$ cat config.mk
export PLATFORM = sky130hd
export DESIGN_NAME = lm1_approx_mult
export DESIGN_NICKNAME = d
export VERILOG_FILES = /design/src/rtl/lm1_approx_mult.sv
export SDC_FILE = /design/constraint.sdc
export NUM_CORES = 1
export LEC_CHECK = 0
export ABC_AREA = 1
export CAP_MARGIN = 20
export CORE_UTILIZATION = 38
export CTS_BUF_LIST = sky130_fd_sc_hd__clkbuf_16
export CTS_CLUSTER_DIAMETER = 200
export DETAILED_ROUTE_END_ITERATION = 7
export PLACE_DENSITY = 0.69
export SLEW_MARGIN = 5
export SYNTH_ARGS = -nofsm -noshare
export SYNTH_HDL_FRONTEND = slang
export SYNTH_SLANG_ARGS = --single-unit
export TNS_END_PERCENT = 10
$ cat constraint.sdc
create_clock -name clk -period 3.24 [get_ports clk]
set_input_delay 0.648 -clock clk [delete_from_list [all_inputs] [get_ports clk]]
set_output_delay 0.648 -clock clk [all_outputs]
set_load 0.01 [all_outputs]
$ cat src/rtl/lm1_approx_mult.sv
// Registered 4x4 unsigned approximate multiplier built from four 2x2 cells (exact or 3*3->7 approximate).
// Latency: 1 cycle from in_valid to out_valid. Backpressure: none, accepts operands every cycle.
// Build macro LM1_EXACT_EN forces every cell exact (golden reference mode) regardless of APPROX_MASK.
module lm1_approx_mult #(
    parameter logic [3:0] APPROX_MASK = 4'b0001
) (
    input  logic       clk,
    input  logic       rst,
    input  logic       in_valid,
    input  logic [3:0] a,
    input  logic [3:0] b,
    output logic       out_valid,
    output logic [7:0] prod
);

`ifdef LM1_EXACT_EN
    localparam logic [3:0] EFF_MASK = 4'b0000;
`else
    localparam logic [3:0] EFF_MASK = APPROX_MASK;
`endif

    // The approximate cell only differs at 3*3, which it reports as 7 so the result fits in 3 bits.
    function automatic logic [3:0] cell2(input logic [1:0] x, input logic [1:0] y, input logic approx);
        logic [3:0] p;
        p = {2'b00, x} * {2'b00, y};
        if (approx && (x == 2'd3) && (y == 2'd3)) begin
            p = 4'd7;
        end
        return p;
    endfunction

    logic [3:0] ll, lh, hl, hh;
    logic [7:0] prod_next;
    logic [7:0] prod_d, prod_q;
    logic       out_valid_d, out_valid_q;

    always_comb begin
        ll = cell2(a[1:0], b[1:0], EFF_MASK[0]);
        lh = cell2(a[1:0], b[3:2], EFF_MASK[1]);
        hl = cell2(a[3:2], b[1:0], EFF_MASK[2]);
        hh = cell2(a[3:2], b[3:2], EFF_MASK[3]);
        prod_next = {hh, 4'b0000} + {2'b00, lh, 2'b00} + {2'b00, hl, 2'b00} + {4'b0000, ll};
        prod_d      = in_valid ? prod_next : prod_q;
        out_valid_d = in_valid;
    end

    always_ff @(posedge clk) begin
        if (rst) begin
            prod_q      <= 8'd0;
            out_valid_q <= 1'b0;
        end else begin
            prod_q      <= prod_d;
            out_valid_q <= out_valid_d;
        end
    end

    assign prod      = prod_q;
    assign out_valid = out_valid_q;

endmodule

* Word level (Yosys, flattened, before mapping)
Cells that the tools add are included.
** Storage, ports and cells
- Bits in registers :: 9
- Input bits :: 11
** Cells by class
- $add $sub $neg :: 3
- Multiply operators :: 4
- Equal/unequal tests :: 2
- Muxes and demuxes :: 1
- Reductions and logical operators :: 1
** Operators by type and width (count)
- $add 8x6->8 :: 2
- $mul 2x2->4 :: 4
- $add 8x4->8 :: 1
- $eq 2x2->1 const B :: 2
- $mux 4 :: 1
- $logic_and 1x1->1 :: 1

* Logic depth before layout (Yosys ltp)
- Depth in word-level cells :: 4
- Depth in mapped cells :: 18
- Gate-level depth less buffers :: 18

* Worst setup path before layout
OpenSTA, ideal clock, no wires.
- Path kind :: in2reg
- From :: input b[1]
- To :: register prod_q[7], in the netlist prod[7]
- Setup time :: 0.109 ns
- Data arrival time :: 2.574 ns
- Data required time :: 3.131 ns
- Setup slack :: 0.557 ns
- Stages on the path :: 18
- Buffers on the path :: 0
- Cells stage by stage :: nand2_1 inv_1 ha_1 ha_1 nand2_1 fa_1 inv_1 ha_1 inv_1 fa_1 inv_1 nand2_1 nand2_1 nand2_1 nand2_1 nand3_1 nand2_1 inv_1
** Between the ends
- Cells in the longest elaborated chain, start to end :: 4
- Elaborated cells on any way between the ends :: 7
- Classes of those cells :: add/sub: 2; mul: 2; eq/ne: 1; mux: 1; reduce/logical: 1
** Ends and longest elaborated chain
- start, declared :: line 11 : input logic [3:0] b,
- parallel branches: the longest is 3 deep, another holds $add 8x6->8
- $add 8x4->8 * :: line 42 : prod_next = {hh, 4'b0000} + {2'b00, lh, 2'b00} + {2'b00, hl, 2'b00} + {4'b0000, ll};
- end signal, assigned :: line 52 : prod_q <= prod_d;
- end, declared :: line 34 : logic [7:0] prod_d, prod_q;
Every way passes the cells marked *.
A chain may end at the register's enable or synchronous reset.

* Final worst setup path
- From :: input b[3]
- To :: register prod_q[7], in the netlist prod[7]
** Between the ends
- Cells in the longest elaborated chain, start to end :: 4
- Elaborated cells on any way between the ends :: 5
- Classes of those cells :: add/sub: 3; mul: 2
** Ends and longest elaborated chain
- $mul 2x2->4 :: line 25 : p = {2'b00, x} * {2'b00, y};
- $add 8x6->8 * (2 in series) :: line 42
- $add 8x4->8 * :: line 42
Every way passes the cells marked *; elsewhere a longest branch is shown, timed or not.

==> flow_summary.toml <==
[yosys]
synth-seq-cells = 9
ys_seq_area_share_pct = 21.8
synth_top_cells_by_area = "dfxtp_1 (22%), ha_1 (18%), inv_1 (17%)"
synth.net_count = 151
netlist.area_leader.share_pct = 21.8
async_flop_share_pct = 0
synthDistinctLibCells = 12
synthTopCellsByCount = "inv_1 (38), nand2_1 (27), nor2_1 (13), ha_1 (12), dfxtp_1 (9)"
synth.largest_area_cell = "dfxtp_1"
avgSynthCellArea_sq_um = 6.71
synth_most_common_cell = "inv_1"
syn_area_sq_um = 826
syn_inst = 123
synth_edf_count = 0
synth_warnings = 0
ys.flop_type = "dfxtp_1"

[clocking]
insertion_delay_ns = 0.23
cts.clk_slew.worst_paths_ns = 0.04
htree_levels = 1
post-cts-setup-buffers = 0
clock-root-buffer = "clkbuf_16"
clock_sinks = 9
cts_inserted_buffers = 3
clock_path_buffers = 2
tritoncts = "yes"

[placement]
io_buffers = 19
placedCellCount = 174
gp_congestion = 0.777
dp.final_hpwl_um = 1470

[detailed_routing]
first_iter_violations = 11
wl_per_cell_um = 10.1
vias = 793
routed_wl_um = 1800
route.detailed.drc = 0
antenna_left = 0
first_pass_iters = 4
viasPerCell = 4.46

[sta]
setup_viol = 0
hold_viol_final = 0
period_share_pct = 92.5
rsz0062_at_grt = "no"
slew_viol_final = 0
worstMarginPinSlew_ns = 0.425
fmax_mhz = 334
tns_ns = 0
slew-limit-headroom_pct = 71.6
timing.hold.ws_ns = 0.473
fin_crit_ns = 3.00
fin_skew_ns = 0

[grt]
grtUsageTotal_pct = 18.0
grt-ovfl-total = 0
grt_max_degree = 13
antenna_found_initial = 0
grt_pass1_vias = 788
grt_pass1_wl_um = 3210

[final_layout]
nets = 180
drive_gt1_share_pct = 5.96
area_delta_synth_final_pct = 42.4
multiInputGateArea_sq_um = 495
antenna_cells = 0
final-seq-area_sq_um = 180
fillCellCount = 196
fin_util_pct = 58.8
final_cell_count_no_fill = 178

[pwr]
p_leak_nw = 0.736
powerDensity_nw_per_um2 = 402
peakVddDrop_v = 0.000288

[floorplan]
die_h_um = 48.6
ios = 20
die-area_sq_um = 2360
die_w_um = 48.6
core_sq_um = 2000
rows = 16
start_util_pct = 41.3

[critical_path]
arrival_ns = 3.13
cp_max_fo = 2
critPathKind = "input pin to flop"
setup.worst_path.start_class = "input pin"
critPathCaptureType = "flop"
required_ns = 3.37
reg2reg_setup_slack_ns = 2.58

[worst_hold_path]
hp-class = "flop to flop"

[job]
max_cap_viol_count = 0

[status]
status = "finished clean"
-- report_power, final --
part	switching (W)	total, W	leakage (nW)	internal (W)
sequential	0.00000443	0.000126	0.0746	0.000121
combinational	0.0000661	0.000131	0.619	0.0000652
clock	0.0000546	0.000216	0.0423	0.000161
-- what timing repair did --
action | CTS | global route
hold buffers | 0 | 0
gates resized for setup | 0 | 4
endpoints found under the setup margin | 0 | 2
-- worst paths after layout --
check / startpoint / end / depth (start not counted)
worst min register to register: prod[0] / prod[0] / 2
worst max-delay path: b[3] / prod[7] / 16
worst min-delay path: prod[0] / prod[0] / 2
worst max register to register: prod[4] / prod[4] / 2
-- layout by cell type (no fill, tap or decap) --
master,instances
a21oi_1,4
buf_4,6
ha_1,12
nand3_1,7
nor2_1,13
nand2_1,27
xnor2_1,1
clkbuf_16,3
inv_1,39
o21ai_0,5
dfxtp_1,9
or2_1,1
dlymetal6s2s_1,4
fa_1,5
clkdlybuf4s50_1,15
-- cells by family after synthesis --
| group | Yosys count | share of synthesized area, % |
|---|---|---|
| flops | 9 | 21.8 |
| xor+xnor | 1 | 1.06 |
| fa+ha+maj | 17 | 30.3 |
| simple gates | 48 | 23.2 |
| buf+inv | 39 | 18.2 |
| compound gates | 9 | 5.45 |
-- area by class of cell --
class	instances	share of cell area (%)
sequential	9	15.3
clock inverter	1	0.319
inverter	38	12.1
clock buffer	3	6.38
tap	27	2.87
timing repair buffer	25	20.9
multi-input combinational	75	42.1
-- per-layer routing --
layer	share of wire (%)	vias to the layer above	global-route usage (%)
met5	0	-	0
met4	1.2	0	5.88
met3	2.2	2	5.66
met2	53	10	32.9
met1	44	365	19.4
li1	-	416	-
-- worst max-delay path, cell delays in order --
cell	delay, ns
clkdlybuf4s50_1	0.42
nand2_1	0.06
inv_1	0.04
ha_1	0.19
ha_1	0.28
inv_1	0.05
fa_1	0.52
fa_1	0.47
inv_1	0.07
nand2_1	0.05
nand2_1	0.08
nand2_1	0.05
nand2_1	0.05
nand3_1	0.06
nand2_1	0.07
inv_1	0.03
-- registers in the layout, summed over array words and instances, names as in the netlist --
| register | flops |
|---|---|
| out_valid | 1 |
| prod | 8 |
-- through the flow --
| step | total power, W | worst slack, ns | cell area [sq um] |
|---|---|---|---|
| 2_1_floorplan | 0.000200 | 0.557 | 826 |
| 3_3_place_gp | 0.000254 | -0.0909 | 1090 |
| 3_5_place_dp | 0.000257 | -0.138 | 1090 |
| 4_1_cts | 0.000476 | 0.0733 | 1170 |
| 5_1_grt | 0.000505 | 0.0880 | 1180 |
| 6_report | 0.000473 | 0.244 | 1180 |
(Power assumes the default switching activity.)
